===== config.mk =====
export PLATFORM = sky130hd
export DESIGN_NAME = coin_acceptor
export DESIGN_NICKNAME = d
export VERILOG_FILES = /design/src/rtl/coin_acceptor.sv
export SDC_FILE = /design/constraint.sdc
export NUM_CORES = 1
export LEC_CHECK = 0
export ABC_CLOCK_PERIOD_IN_PS = 4250
export CORE_MARGIN = 2
export CORE_UTILIZATION = 50
export CTS_BUF_LIST = sky130_fd_sc_hd__clkbuf_8
export DETAILED_ROUTE_END_ITERATION = 12
export GPL_ROUTABILITY_DRIVEN = 1
export PLACE_DENSITY = 0.74
export SLEW_MARGIN = 10
export SYNTH_ARGS = -nofsm -noshare
export SYNTH_HDL_FRONTEND = slang
export SYNTH_SLANG_ARGS = --single-unit

===== constraint.sdc =====
create_clock -name clk -period 4.25 [get_ports clk]
set_input_delay 0.85 -clock clk [delete_from_list [all_inputs] [get_ports clk]]
set_output_delay 0.85 -clock clk [all_outputs]
set_load 0.005 [all_outputs]

===== src/rtl/coin_acceptor.sv =====
// Coin acceptor front end for vending_machine_fsm.
// Two raw, asynchronous, bouncy slot sensors (5 and 10) are synchronised and
// debounced. The debounced levels are then arbitrated by a small FSM. That FSM
// emits one registered coin_5 or coin_10 pulse for each accepted coin, or one
// reject pulse for each refused insertion. It also keeps a saturating running
// total of accepted value, in units of 5.
module coin_acceptor #(
    parameter int DEBOUNCE_CYCLES = 4,  // legal range 2..255
    parameter int CNT_W           = 8,
    parameter int VALUE_W         = 8
) (
    input  logic               clk,
    input  logic               reset,
    input  logic               raw_coin_5,
    input  logic               raw_coin_10,
    input  logic               accept_en,
    output logic               coin_5,
    output logic               coin_10,
    output logic               reject,
    output logic [VALUE_W-1:0] total_value
);

    typedef enum logic {
        IDLE         = 1'b0,
        WAIT_RELEASE = 1'b1
    } state_t;

    // Counter value on the cycle just before the count would reach DEBOUNCE_CYCLES.
    localparam logic [CNT_W-1:0] DB_LAST = CNT_W'(DEBOUNCE_CYCLES - 1);

    // Channel index 0 is the 5 slot and index 1 is the 10 slot.
    logic [1:0]            sync1;
    logic [1:0]            sync2;
    logic [1:0]            deb;
    logic [1:0]            deb_prev;
    logic [1:0][CNT_W-1:0] db_cnt;

    state_t               state;
    state_t               state_next;
    logic                 coin_5_next;
    logic                 coin_10_next;
    logic                 reject_next;
    logic [VALUE_W-1:0]   total_next;
    logic [VALUE_W:0]     total_sum;
    logic [VALUE_W:0]     total_inc;
    logic                 new_rise;

    // Two-flop synchroniser on both raw sensor levels.
    always_ff @(posedge clk or posedge reset) begin
        if (reset) begin
            sync1 <= '0;
            sync2 <= '0;
        end else begin
            sync1 <= {raw_coin_10, raw_coin_5};
            sync2 <= sync1;
        end
    end

    // Per-channel debounce. The debounced level follows sync2 only after
    // sync2 has disagreed with it for DEBOUNCE_CYCLES consecutive cycles.
    always_ff @(posedge clk or posedge reset) begin
        if (reset) begin
            deb      <= '0;
            deb_prev <= '0;
            db_cnt   <= '0;
        end else begin
            deb_prev <= deb;
            for (int i = 0; i < 2; i++) begin
                if (sync2[i] != deb[i]) begin
                    if (db_cnt[i] == DB_LAST) begin
                        deb[i]    <= sync2[i];
                        db_cnt[i] <= '0;
                    end else begin
                        db_cnt[i] <= db_cnt[i] + 1'b1;
                    end
                end else begin
                    db_cnt[i] <= '0;
                end
            end
        end
    end

    // Saturating add of the value of the candidate coin: 1 for the 5 slot, 2 for the 10 slot.
    always_comb begin
        total_inc = deb[1] ? (VALUE_W + 1)'(2) : (VALUE_W + 1)'(1);
        total_sum = {1'b0, total_value} + total_inc;
    end

    // Arbitration FSM: decide on the insertion in IDLE, then wait for release.
    always_comb begin
        state_next   = state;
        coin_5_next  = 1'b0;
        coin_10_next = 1'b0;
        reject_next  = 1'b0;
        total_next   = total_value;
        new_rise     = (deb[0] & ~deb_prev[0]) | (deb[1] & ~deb_prev[1]);
        case (state)
            IDLE: begin
                if (deb[0] & deb[1]) begin
                    reject_next = 1'b1;
                    state_next  = WAIT_RELEASE;
                end else if (deb[0] | deb[1]) begin
                    if (accept_en) begin
                        coin_5_next  = deb[0];
                        coin_10_next = deb[1];
                        total_next   = total_sum[VALUE_W] ? '1 : total_sum[VALUE_W-1:0];
                    end else begin
                        reject_next = 1'b1;
                    end
                    state_next = WAIT_RELEASE;
                end
            end
            WAIT_RELEASE: begin
                // A second slot rising while the first is still held is refused once.
                if (new_rise) begin
                    reject_next = 1'b1;
                end
                if (deb == 2'b00) begin
                    state_next = IDLE;
                end
            end
            default: state_next = IDLE;
        endcase
    end

    // State register and registered outputs.
    always_ff @(posedge clk or posedge reset) begin
        if (reset) begin
            state       <= IDLE;
            coin_5      <= 1'b0;
            coin_10     <= 1'b0;
            reject      <= 1'b0;
            total_value <= '0;
        end else begin
            state       <= state_next;
            coin_5      <= coin_5_next;
            coin_10     <= coin_10_next;
            reject      <= reject_next;
            total_value <= total_next;
        end
    end

endmodule


==> flow_metrics.env, run 1 <==
export IMPL_arrival_ps=2570
export IMPL_yosysWarnings=0
export IMPL_outcome="completed"
export IMPL_cp_top_family="adder cells"
export IMPL_path_cells="inv_1 > ha_1 > inv_1 > fa_1 > or3_4 > and2_1 > a31oi_1"
export IMPL_slew_headroom_pct=67.61
export IMPL_fin_setup_tns_ps=0
export IMPL_drive_gt1_share_pct=9.581
export IMPL_clock_path_buffers=2
export IMPL_clock_root_buffer="clkbuf_8"
export IMPL_hp_class="flop to flop"
export IMPL_cts_buffers=5
export IMPL_fin_cells=211
export IMPL_netlist_area_sq_um=1627
export IMPL_dpl_hpwl_um=2014
export IMPL_routed_via_density=5.227
export IMPL_synthTopCellsByCount="36 x dfrtp_1, 18 x nor2_1, 10 x nand2_1, 9 x xor2_1, 7 x nand3_1"
export IMPL_finalCriticalPeriod_ps=2368
export IMPL_cts_sinks=36
export IMPL_layout_nets=177
export IMPL_r2r_end="total_value[5]"
export IMPL_syn2layout_area_growth_pct=18.69
export IMPL_slew_violations=0
export IMPL_leakage_nw=0.8635
export IMPL_antenna_found_initial=0
export IMPL_syn_nets=155
export IMPL_preCtsSetupSlack_ps=1657
export IMPL_yosys_area_top_type="dfrtp_1"
export IMPL_grt_start_max_net_pins=37
export IMPL_powerDensity_nw_per_um2=594.2
export IMPL_cp_max_fo=8
export IMPL_yosysMostFrequentCell="dfrtp_1"
export IMPL_hold_viol_final=0
export IMPL_post_cts_buffers=0
export IMPL_avgSynthCellArea_sq_um=11.22
export IMPL_clk_insertion_delay_late_ps=280
export IMPL_yosys_area_top_type_share_pct=55.38
export IMPL_rsz0062_at_grt="false"
export IMPL_synth_ff_type="dfrtp_1"
export IMPL_dr_first_iter_drc_count=29
export IMPL_async_flop_share_pct=100.0
export IMPL_rrSetupSlack_ps=1880
export IMPL_wl_per_cell_um=13.42
export IMPL_grt_pass1_vias=1148
export IMPL_ant_nets=0
export IMPL_grt_total_usage_pct=18.75
export IMPL_final_core_util_pct=62.72
export IMPL_crit_top_cell="inv_1"
export IMPL_critPathSlowestCell="dfrtp_1"
export IMPL_rows=20
export IMPL_crit_buf_inv=2
export IMPL_die_area_sq_um=3725
export IMPL_synthTopCellsByArea="dfrtp_1 55%, xor2_1 4.8%, nor2_1 4.2%"
export IMPL_ios=16
export IMPL_p_total_mw=1.147
export IMPL_cts_tree="done"
export IMPL_cts_resized=0
export IMPL_cts_htree_levels=2
export IMPL_drc_errors=0
export IMPL_path_clk_slew_ps=70
export IMPL_num_fill_cells=245
export IMPL_globalplace_congestion=0.7867
export IMPL_critPathKind="flop to flop"
export IMPL_finClkSkew_ps=7.019
export IMPL_holdCritStartpoint="sync1[0]"
export IMPL_portBuffers=15
export IMPL_synth_seq_cells=36
export IMPL_synth_edf_count=0
export IMPL_cpPeakStageDelay_ps=500
export IMPL_synth_seq_area_share_pct=55.38
export IMPL_whs_path_depth=0
export IMPL_max_freq_mhz=422.2
export IMPL_r2r_start="deb[1]"
export IMPL_syn_inst=145
export IMPL_fp_coreArea_sq_um=3078
export IMPL_maxCapViolCount=0
export IMPL_fin_ws_ps=1882
export IMPL_crit_required_ps=4450
export IMPL_vdd_ir_drop_worst_uv=286.6
export IMPL_dp_cells=204
export IMPL_finalSetupViolations=0
export IMPL_diodes=0
export IMPL_grt_pass1_wl_um=5002
export IMPL_worst_pin_slew_ps=482.4
export IMPL_fin_crit_sh_pct=55.73
export IMPL_vias=1103
export IMPL_holdBufCountCts=0
export IMPL_die_h_um=61.04
export IMPL_post_synth_num_cell_types=36
export IMPL_r2r_cells=7
export IMPL_fp_dieW_um=61.04
export IMPL_routed_wl_um=2832
export IMPL_start_util_pct=52.85
export IMPL_hold_end="sync2[0]"
export IMPL_overflow=0
export IMPL_drt_pass1_iter_count=4
export IMPL_critical_path_endpoint_type="flop"
export IMPL_startpoint_type="flop"
[layout by cell type (no fill, tap or decap), types with 2 or more instances in the layout]
cell type	netlist	final
and2_1	3	3
clkdlybuf4s50_1	0	15
mux2_2	4	4
dfrtp_1	36	36
a21oi_1	5	5
nand2_1	10	10
ha_1	4	4
nand2b_1	5	5
clkbuf_8	0	7
xor2_1	9	9
and3_1	4	4
nand4_1	2	2
nand3_1	7	7
xnor2_1	6	6
inv_1	6	6
nor2_1	18	18
nor3_1	5	5
[per-stage QoR]
step | hold WS [ps] | instance area, sq um
floorplan | 331.2 | 1627
global placement | 335.7 | 1834
detailed placement | 337.9 | 1834
CTS | 352.4 | 1931
global route | 352.0 | 1931
finish | 349.5 | 1931
[power breakdown]
group | internal (mW) | leakage [nW] | switching (mW) | total [mW]
combinational | 0.194 | 0.350 | 0.186 | 0.380
sequential | 0.423 | 0.463 | 0.0877 | 0.511
clock | 0.144 | 0.0503 | 0.112 | 0.256
total | 0.761 | 0.863 | 0.386 | 1.15
[cell families (layout without fill, tap and decap cells)]
kind of cell	count (synthesis)	count (layout)	share of synthesized area, %
flops	36	36	55.38
compound gates	14	14	5.693
simple gates	62	62	20.77
fa+ha+maj	6	6	4.923
mux	5	5	3.461
buf+inv	7	29	1.692
xor+xnor	15	15	8.077
[worst max path at each step]
stage               startpoint              to  slack (ps)  cells after the start
finish                  deb[1]  total_value[5]        1880                      7
global route            deb[1]  total_value[5]        1760                      7
CTS                     deb[1]  total_value[5]        1870                      7
detailed placement   accept_en  total_value[6]        1660                      5
global placement     accept_en  total_value[6]        1680                      5
floorplan               deb[1]  total_value[5]        2080                      8
[state kept, by name (all words and copies together) (netlist names)]
name,count
coin_10,1
sync1,2
db_cnt,16
reject,1
sync2,2
deb_prev,2
coin_5,1
deb,2
state,1
total_value,8
[metal layers]
layer  GRT usage (%)  vias to the layer above  share of wire [%]
met5               0                        -                  0
met4           7.453                        0               0.53
met3           5.042                        2                3.6
met2           31.46                       18                 52
met1           23.09                      548                 44
li1                -                      535                  -
[area by class of cell]
cell class	count	area (sq um)	share of cell area [%]
sequential	36	900.9	46.66
multi-input combinational	102	698.2	36.16
timing repair buffer	16	157.7	8.166
clock buffer	7	96.34	4.990
tap	44	55.05	2.852
inverter	6	22.52	1.167
[worst register-to-register path: cells and delay by family, from the launching register on]
family | cells | cell delay [ps]
AO/OA/AOI/OAI | 1 | 170
flip-flops | 1 | 500
buffers and inverters | 2 | 290
adder cells (fa/ha/maj) | 2 | 700
AND/OR/NAND/NOR | 2 | 630
Note: power is estimated with default switching activity, not from simulation.
==> run 2, diff against run 1 <==
ABC_CLOCK_PERIOD_IN_PS = 2200   (was 4250)
clock period = 2.2 ns   (was 4.25 ns; I/O delays follow)
==> run 2 against run 1 <==
Non-clock buffer count is 4 higher. Utilization is 0.98 points higher. Power is 94% higher. Largest power group unchanged. Register-to-register slack worse by 1700 ps. Wire length is 5.9% lower. Via count is 1.4% lower. Critical path type unchanged. Global-route usage is 2.1 points lower. Highest routed layer unchanged. Final area is 1.6% higher.
==> flow_metrics.env, run 2 (synthesis results as in run 1) <==
export IMPL_post_cts_buffers=0
export IMPL_worst_pin_slew_ps=494.9
export IMPL_path_cells="inv_1 > ha_1 > inv_1 > fa_1 > or3_4 > and2_1 > a31oi_1"
export IMPL_cpPeakStageDelay_ps=490
export IMPL_vias=1088
export IMPL_rsz0062_at_grt="false"
export IMPL_largestRegisters="db_cnt x16, total_value x8"
export IMPL_dpl_hpwl_um=1988
export IMPL_drt_pass1_iter_count=4
export IMPL_arrival_ps=2230
export IMPL_powerDensity_nw_per_um2=1138
export IMPL_ant_nets=0
export IMPL_ios=16
export IMPL_diodes=0
export IMPL_final_cell_mix="36 x dfrtp_1, 18 x nor2_1, 15 x clkdlybuf4s50_1"
export IMPL_final_common_cell="dfrtp_1"
export IMPL_regMostFlops="db_cnt"
export IMPL_largest_register_ffs=16
export IMPL_fin_ws_ps=167.3
export IMPL_max_freq_mhz=492.0
export IMPL_cts_buffers=5
export IMPL_critPathKind="flop to flop"
export IMPL_preCtsSetupSlack_ps=50.35
export IMPL_dp_cells=208
export IMPL_placed_cell_area_sq_um=1864
export IMPL_portBuffers=15
export IMPL_clock_root_buffer="clkbuf_8"
export IMPL_routed_wl_um=2664
export IMPL_clock_path_buffers=2
export IMPL_drc_errors=0
export IMPL_outcome="completed"
export IMPL_cp_max_fo=6
export IMPL_finalInstanceArea_sq_um=1961
export IMPL_fin_crit_sh_pct=92.40
export IMPL_finalCriticalPeriod_ps=2033
export IMPL_drive_gt1_share_pct=11.70
export IMPL_cts_resized=0
export IMPL_startpoint_type="flop"
export IMPL_antenna_found_initial=0
export IMPL_path_clk_slew_ps=70
export IMPL_slew_violations=0
export IMPL_critPathSlowestCell="fa_1"
export IMPL_hp_class="flop to flop"
export IMPL_crit_top_cell="inv_1"
export IMPL_layout_nets=181
export IMPL_fin_cells=215
export IMPL_finClkSkew_ps=6.438
export IMPL_die_h_um=61.04
export IMPL_p_total_mw=2.230
export IMPL_wl_per_cell_um=12.39
export IMPL_cp_top_family="adder cells"
export IMPL_maxCapViolCount=0
export IMPL_dr_first_iter_drc_count=32
export IMPL_rows=20
export IMPL_grt_pass1_wl_um=4574
export IMPL_start_util_pct=52.85
export IMPL_fp_dieW_um=61.04
export IMPL_fin_setup_tns_ps=0
export IMPL_finalSetupViolations=0
export IMPL_syn2layout_area_growth_pct=20.54
export IMPL_critical_path_endpoint_type="flop"
export IMPL_leakage_nw=0.8828
export IMPL_fp_coreArea_sq_um=3078
export IMPL_cts_sinks=36
export IMPL_holdBufCountCts=0
export IMPL_regArea_sq_um=900.9
export IMPL_hold_viol_final=0
export IMPL_num_fill_cells=265
export IMPL_cts_htree_levels=2
export IMPL_overflow=0
export IMPL_clk_insertion_delay_late_ps=280
export IMPL_routed_via_density=5.060
export IMPL_globalplace_congestion=0.7820
export IMPL_vdd_ir_drop_worst_uv=614.2
export IMPL_grt_total_usage_pct=16.62
export IMPL_cts_tree="done"
export IMPL_grt_pass1_vias=1064
export IMPL_crit_required_ps=2400
export IMPL_multi_input_area_sq_um=698.2
export IMPL_die_area_sq_um=3725
export IMPL_slew_headroom_pct=66.77
export IMPL_grt_start_max_net_pins=37
export IMPL_crit_buf_inv=2
[run 2: changes by cell type in the layout (fill, tap and decap cells not counted)]
cell / before / now
buf_4: 1 / 5
[run 2: layout make-up]
| cell class | instances | share of cell area, % |
|---|---|---|
| flip-flops and latches | 36 | 45.95 |
| inverters | 6 | 1.149 |
| repair buffers | 20 | 9.572 |
| clock buffers | 7 | 4.914 |
| multi-input cells | 102 | 35.61 |
| well taps | 44 | 2.808 |
[run 2: worst paths after layout]
path | startpoint | to | slack (ps) | cells after the start
worst max-delay path | deb[1] | total_value[5] | 170 | 7
worst min-delay path | sync1[1] | sync2[1] | 350 | 0
worst max register to register | deb[1] | total_value[5] | 170 | 7
worst min register to register | sync1[1] | sync2[1] | 350 | 0
max in group asynchronous | reset | total_value[3] | 1320 | 3
min in group asynchronous | reset | db_cnt[0] | 570 | 3
[run 2: worst register-to-register path, cell delays in order (launching register included)]
cell and delay (ps):
dfrtp_1 370, inv_1 80, ha_1 160, inv_1 50
fa_1 490, or3_4 450, and2_1 190, a31oi_1 160
[run 2: power by group]
group | internal, mW | leakage, nW | total (mW) | switching, mW
Clock | 0.279 | 0.0503 | 0.493 | 0.215
Sequential | 0.818 | 0.463 | 0.954 | 0.135
Combinational | 0.406 | 0.370 | 0.783 | 0.377
[run 2: through the flow]
| stage | hold slack [ps] | util [%] |
|---|---|---|
| 2_1_floorplan | 331.2 | - |
| 4_1_cts | 356.6 | 63.70 |
| 6_report | 349.0 | 63.70 |
| 3_5_place_dp | 342.7 | 60.57 |
| 5_1_grt | 366.1 | 63.70 |
| 3_3_place_gp | 333.9 | 60.57 |
[run 2: layer usage]
metal	track usage [%]	up-vias	routed length (um)
li1	-	546	-
met1	20.30	525	1197
met2	28.12	11	1364
met3	4.412	6	61
met4	6.522	0	41
met5	0	-	0
